**config.mk**
```make
export PLATFORM = sky130hd
export DESIGN_NAME = alu_writeback_queue
export DESIGN_NICKNAME = d
export VERILOG_FILES = /design/src/rtl/alu_writeback_queue.sv
export SDC_FILE = /design/constraint.sdc
export NUM_CORES = 1
export LEC_CHECK = 0
export ABC_AREA = 1
export CAP_MARGIN = 25
export CORE_MARGIN = 4
export CORE_UTILIZATION = 61
export CTS_CLUSTER_SIZE = 14
export DETAILED_ROUTE_END_ITERATION = 6
export PLACE_DENSITY = 0.83
export SYNTH_ARGS = -nofsm -noshare
export SYNTH_HDL_FRONTEND = slang
export SYNTH_SLANG_ARGS = --single-unit
```
**constraint.sdc**
```tcl
create_clock -name clk -period 9.4 [get_ports clk]
set_input_delay 1.88 -clock clk [delete_from_list [all_inputs] [get_ports clk]]
set_output_delay 1.88 -clock clk [all_outputs]
set_load 0.05 [all_outputs]
```
**src/rtl/alu_writeback_queue.sv**
```systemverilog
// alu_writeback_queue: buffers ALU results for register-file writeback with pending-write lookup
module alu_writeback_queue #(
  parameter int DEPTH      = 4,
  parameter int DATA_W     = 32,
  parameter int REG_ADDR_W = 5
) (
  input  logic                    clk,
  input  logic                    rst,
  input  logic                    in_valid,
  output logic                    in_ready,
  input  logic [DATA_W-1:0]       in_res,
  input  logic [REG_ADDR_W-1:0]   in_rd,
  input  logic                    in_zero,
  input  logic                    in_neg,
  input  logic                    in_nan,
  output logic                    wb_valid,
  input  logic                    wb_ready,
  output logic [REG_ADDR_W-1:0]   wb_addr,
  output logic [DATA_W-1:0]       wb_data,
  output logic                    flag_zero,
  output logic                    flag_neg,
  output logic                    flag_nan,
  input  logic [REG_ADDR_W-1:0]   lookup_addr,
  output logic                    lookup_hit,
  output logic [DATA_W-1:0]       lookup_data,
  output logic [$clog2(DEPTH):0]  count
);
  localparam int PW = $clog2(DEPTH);
  localparam int CW = PW + 1;
  logic [DATA_W-1:0]     data_q [DEPTH];
  logic [REG_ADDR_W-1:0] rd_q   [DEPTH];
  logic [PW-1:0]         head, tail;
  logic                  push, store, pop;
  assign wb_valid = count != '0;
  assign pop      = wb_valid && wb_ready;
  assign in_ready = (count < CW'(DEPTH)) || pop;
  assign push     = in_valid && in_ready;
  // writes to register 0 only update the flags
  assign store    = push && in_rd != '0;
  assign wb_addr  = wb_valid ? rd_q[head] : '0;
  assign wb_data  = wb_valid ? data_q[head] : '0;
  always_ff @(posedge clk or posedge rst) begin
    if (rst) begin
      head      <= '0;
      tail      <= '0;
      count     <= '0;
      flag_zero <= 1'b0;
      flag_neg  <= 1'b0;
      flag_nan  <= 1'b0;
    end else begin
      if (pop) head <= head + 1'b1;
      if (store) tail <= tail + 1'b1;
      count <= count + CW'(store) - CW'(pop);
      if (push) {flag_zero, flag_neg, flag_nan} <= {in_zero, in_neg, in_nan};
    end
  end
  always_ff @(posedge clk) begin
    if (store) begin
      data_q[tail] <= in_res;
      rd_q[tail]   <= in_rd;
    end
  end
  // scan oldest to youngest so the youngest match wins
  always_comb begin
    lookup_hit  = 1'b0;
    lookup_data = '0;
    for (int i = 0; i < DEPTH; i++) begin
      if (CW'(i) < count && lookup_addr != '0 && rd_q[head + PW'(i)] == lookup_addr) begin
        lookup_hit  = 1'b1;
        lookup_data = data_q[head + PW'(i)];
      end
    end
  end
endmodule

```
==> run_results.csv, run 1 <==
group,metric,value,unit
yosys,yosysSeqAreaShare,45.21,%
cts,htreeDepth,4,
timing,hold_viol,0,
timing,final-setup-viol-count,0,
critical_path,reg2reg_from,"head[0]$_DFFE_PP0P_",
placement,port_buffers,126,
drt,first_iter_violations,1049,
cts,cts_tree,"yes",
final_layout,mostFrequentLayoutCells,"nand2_1 (617), o21ai_0 (176), edfxtp_1 (148), nor2_1 (147), clkdlybuf4s50_1 (126)",
die,initial_core_util,62.39,%
timing,fmax,132.2,MHz
timing,max_slew_margin,29.11,%
run,max-cap-violations,0,
timing,finalCriticalPeriod,7567,ps
drt,routed_wl,27.00,mm
yosys,synth_cells,1464,
critical_path,end_kind,"output pin",
timing,period_share,80.50,%
grt,grt_usage,27.94,%
yosys,synth-main-ff-cell,"edfxtp_1",
cts,clock_path_buffers,2,
hold_path,hold_depth,1,
critical_path,worstReg2RegEnd,"head[1]$_DFFE_PP0P_",
hold_path,hold_path.class,"reg2reg",
drt,route.detailed.drc,1,
final_layout,drive_gt1_share,4.616,%
grt,use_met1,35.28,%
final_layout,final_common_cell,"nand2_1",
final_layout,syn_to_final_growth,17.74,%
final_layout,final_nets,1583,
timing,timing.setup.tns,0,ps
grt,grt_pass1_wl,43.91,mm
die,dieArea,0.01917,mm^2
yosys,ys_ff_latch,158,
timing,clock-skew-final,6.533,ps
critical_path,critPathKind,"reg2out",
timing,rsz0062_at_grt,"no",
die,fp.dieH,138.5,um
placement,place_hpwl,16.34,mm
cts,root_buffer,"clkbuf_16",
critical_path,arrival,5690,ps
hold_path,hp-start,"flag_nan$_DFFE_PP0P_",
yosys,ys_warn_count,0,
yosys,synth_cell_types,35,
outcome,violations,"design-rule violations",
critical_path,worstPathRequired,7520,ps
hold_path,worstHoldEndpoint,"flag_nan$_DFFE_PP0P_",
critical_path,r2r_slack,6300,ps
die,num_rows,47,
timing,slew_violations,0,
placement,place_congestion,0.8774,
drt,drtPass1Iterations,7,
drt,ant_nets,0,
cts,numCtsBuffers,17,
grt,grt_max_degree,115,
yosys,syn_nets,1522,
grt,grt_use_met2,49.28,%
yosys,synthArstFlopShare,6.329,%
yosys,avgSynthCellArea,7.093,um^2
cts,clk_latency,430,ps
cts,cts_setup_buffers,0,
die,ioPinCount,127,
grt,grt_pass1_vias,9068,
die,die_x,138.5,um
critical_path,crit_path_start_kind,"register",
yosys,synth_area,0.01038,mm^2
grt,met3_usage,4.696,%
cts,cts_resized,0,
drt,wl_per_cell,15.36,um
grt,antenna_found_initial,1,
cts,clk_pin_slew,60,ps
grt,grt-ovfl-total,0,
timing,worstMarginPinSlew,1061,ps
die,core-area,0.01664,mm^2
critical_path,worst-r2r-cell-count,6,
cts,clkSinkCount,158,
cts,holdBufCountCts,0,
drt,avgViaCountPerCell,5.576,
drt,vias,9803,
critical_path,cp_max_fo,113,
yosys,synth_edf_count,148,
outcome,status,"finished, violations left",
grt,busiest_layer,"met2",
final_layout,diodes,0,
## per-layer routing
layer	wire length, um	vias up
li1	-	4883
met1	10410	4394
met2	13500	474
met3	2621	50
met4	456	2
met5	13	-
## metrics by stage
step / setup WS, ps / std cells / utilization (%) / hold WS, ps / area, um^2
after CTS: 1923 / 1757 / 73.30 / 517.2 / 12200
after global routing: 1379 / 1758 / 73.46 / 543.0 / 12230
after detailed placement: 2065 / 1725 / 69.59 / 498.7 / 11580
after floorplan: 4130 / 1464 / - / 556.6 / 10380
after global placement: 2126 / 1724 / 69.54 / 488.2 / 11570
final: 1833 / 1758 / 73.46 / 520.4 / 12230
## cell type report
| cell class | instances | area (um^2) |
|---|---|---|
| Clock buffer | 19 | 452.9 |
| Clock inverter | 13 | 163.9 |
| Fill cell | 1329 | 4417 |
| Inverter | 93 | 351.6 |
| Multi-Input combinational cell | 1115 | 4897 |
| Sequential cell | 158 | 4698 |
| Tap cell | 220 | 275.3 |
| Timing Repair Buffer | 140 | 1386 |
## synth_stat cells, types with 3 or more instances
cell	instances	area share, %
nand2_1	617	22
o21ai_0	176	8.5
nor2_1	152	5.5
edfxtp_1	148	43
inv_1	88	3.2
nand3_1	70	3.4
buf_2	37	1.8
nand4_1	32	1.9
clkbuf_1	31	1.1
o21ai_1	27	1.3
buf_1	15	0.54
dfrtp_1	10	2.4
buf_4	8	0.58
ha_1	8	0.96
buf_6	7	0.76
xor2_1	6	0.51
inv_2	5	0.18
a21oi_1	3	0.14
mux2_2	3	0.33
o211ai_1	3	0.22
## logic make-up after synthesis
logic type      share of synthesized area [%]
xor+xnor                               0.5904
flops                                   45.21
simple gates                            34.23
buf+inv                                 8.146
mux                                    0.3253
fa+ha+maj                               1.157
compound gates                          10.34
## sequential cells by signal (all words and copies together) (netlist names)
| register | cells |
|---|---|
| count | 3 |
| rd_q | 20 |
| head | 2 |
| flag_neg | 1 |
| flag_nan | 1 |
| flag_zero | 1 |
| data_q | 128 |
| tail | 2 |
## critical path, cell delays in order, from the launching register on
cell,delay (ps)
dfrtp_4,1010
buf_4,880
o21ai_0,270
nand2_1,150
nand2_1,70
nand2_1,70
nand2_1,80
nor2_4,770
nand3_4,640
nand2_1,230
nand3_1,100
nand2_1,110
nand2_1,80
clkdlybuf4s50_1,710
## worst max path at each step
stage | start | endpoint | slack [ps] | cells after the start
5_1_grt | head[0]$_DFFE_PP0P_ | lookup_data[12] | 1380 | 13
4_1_cts | head[0]$_DFFE_PP0P_ | lookup_data[5] | 1920 | 13
6_report | head[0]$_DFFE_PP0P_ | lookup_data[5] | 1830 | 13
3_3_place_gp | lookup_addr[2] | lookup_data[22] | 2130 | 13
2_1_floorplan | lookup_addr[2] | lookup_data[10] | 4130 | 14
3_5_place_dp | lookup_addr[2] | lookup_data[5] | 2070 | 13
Power of run 1 is not shown: default switching activity piles up to over one toggle a cycle in this logic, so the estimate is an artifact.
==> inputs of run 2 (changes only) <==
CORE_UTILIZATION = 57   (was 61)
PLACE_DENSITY = 0.78   (was 0.83)
clock period = 7.25 ns   (was 9.4 ns; I/O delays follow)
==> run 2 against run 1 <==
Effect of this change: the flow now finishes without violations; flip-flop and latch count unchanged; critical path depth grew 1; via count is 0.71% lower; cell area rose by 0.14%; clock skew about the same; routed wire length down 0.79%; count of clock-buffer cells in the layout down 1; global-route usage fell by 1.3 points; utilization fell by 5.3 points; critical endpoint is now lookup_data[31]; largest cell class unchanged.
==> run_results.csv, run 2 (synthesis gave the netlist of run 1 again) <==
group,metric,value,unit
timing,worstMarginPinSlew,969.9,ps
final_layout,mostFrequentLayoutCells,"nand2_1 (617), o21ai_0 (176), edfxtp_1 (148), nor2_1 (147), clkdlybuf4s50_1 (93)",
cts,cts_setup_buffers,0,
final_layout,reg_top3,"data_q (128), rd_q (20), count (3)",
final_layout,largest_reg_flops,128,
final_layout,final_nets,1588,
cts,htreeDepth,4,
critical_path,r2r_slack,4030,ps
cts,clock_path_buffers,2,
timing,timing.setup.tns,0,ps
grt,grt_max_degree,111,
timing,clock-skew-final,6.734,ps
final_layout,diodes,0,
cts,cts_resized,0,
grt,grt-ovfl-total,0,
drt,drtPass1Iterations,7,
final_layout,final_common_cell,"nand2_1",
cts,root_buffer,"clkbuf_16",
timing,fmax,158.7,MHz
grt,antenna_found_initial,2,
final_layout,nFillCells,1456,
drt,ant_nets,0,
die,die_x,143.0,um
drt,vias,9733,
hold_path,hold_path.class,"reg2reg",
cts,holdBufCountCts,0,
cts,clk_latency,430,ps
placement,place_hpwl,16.55,mm
grt,grt_usage,26.65,%
timing,period_share,86.93,%
final_layout,fin_area,0.01224,mm^2
critical_path,cp_max_fo,110,
drt,avgViaCountPerCell,5.493,
timing,slew_violations,0,
timing,hold_viol,0,
placement,dpl_cell_area,0.01154,mm^2
critical_path,arrival,4850,ps
outcome,status,"finished, final reports clean",
cts,clk_pin_slew,60,ps
final_layout,syn_to_final_growth,17.91,%
timing,rsz0062_at_grt,"no",
grt,grt_pass1_vias,8940,
die,ioPinCount,127,
cts,numCtsBuffers,17,
grt,grt_pass1_wl,42.86,mm
timing,finalCriticalPeriod,6302,ps
drt,routed_wl,26.79,mm
drt,wl_per_cell,15.12,um
cts,cts_tree,"yes",
die,initial_core_util,57.80,%
timing,max_slew_margin,35.27,%
final_layout,drive_gt1_share,6.999,%
timing,final-setup-viol-count,0,
cts,clkSinkCount,158,
drt,first_iter_violations,708,
final_layout,regMostFlops,"data_q",
placement,port_buffers,126,
critical_path,crit_path_start_kind,"register",
die,fp.dieH,143.0,um
die,dieArea,0.02044,mm^2
critical_path,worstPathRequired,5800,ps
die,num_rows,49,
critical_path,end_kind,"output pin",
placement,place_congestion,0.9434,
final_layout,final_core_util,68.15,%
critical_path,critPathKind,"reg2out",
die,core-area,0.01796,mm^2
run,max-cap-violations,0,
drt,route.detailed.drc,0,
run 2: cell count changes in the layout (fill, tap and decap cells not counted), sizes merged:
cell / change
buf: +38
bufinv: +2
clkdlybuf4s50: -33
clkinvlp: +1
clkbuf: -1
inv: +1
clkinv: -3
run 2: worst paths after layout:
| path | depth (start not counted) | from | endpoint |
|---|---|---|---|
| worst max-delay path | 14 | head[0]$_DFFE_PP0P_ | lookup_data[31] |
| worst min-delay path | 1 | flag_neg$_DFFE_PP0P_ | flag_neg$_DFFE_PP0P_ |
| worst max register to register | 9 | count[2]$_DFF_PP0_ | data_q[3][15]$_DFFE_PP_ |
| worst min register to register | 1 | flag_neg$_DFFE_PP0P_ | flag_neg$_DFFE_PP0P_ |
| max in group asynchronous | 2 | rst | head[0]$_DFFE_PP0P_ |
| min in group asynchronous | 2 | rst | tail[1]$_DFFE_PP0P_ |
run 2: worst max-delay path, stage by stage (launching register included):
cell and delay, ps:
dfrtp_4 830, inv_2 530, nand2_1 130, nand2_2 230, buf_4 600, nand2_1 150, nand3_1 100, nand2_1 90
nor2_4 460, nand3_4 540, nand2_1 310, nand3_1 90, nand2_1 60, nand2_1 50, buf_4 180
run 2: area by class of cell:
cell class | instances | area, um^2 | area share, %
sequential | 158 | 4698 | 38.38
timing repair buffer | 145 | 1366 | 11.16
clock buffer | 18 | 429.2 | 3.505
inverter | 93 | 351.6 | 2.872
clock inverter | 14 | 214.0 | 1.748
tap | 229 | 286.5 | 2.340
multi-input combinational | 1115 | 4897 | 40.00
run 2: through the flow:
stage | cells | setup WS, ps | hold slack (ps)
finish | 1772 | 947.8 | 515.5
global placement | 1737 | 1410 | 488.6
detailed placement | 1737 | 1343 | 500.0
floorplan | 1464 | 2840 | 556.6
global route | 1772 | 632.5 | 554.1
CTS | 1769 | 993.3 | 518.2
run 2: routing by layer:
layer	part of all wire [%]	GRT usage [%]	vias up
met5	0.14	0	-
met4	2.4	11.66	4
met3	8.4	5.492	58
met2	48	45.03	395
met1	41	33.22	4397
li1	-	-	4879
Power of run 2 is left out for the same reason.
==> inputs of run 3 (changes only) <==
SKIP_CTS_REPAIR_TIMING = 1   (was not set)
==> results of run 3 <==
Same layout as run 2: the final DEF is identical, and so are final timing and power.
Power of run 3 is left out for the same reason.
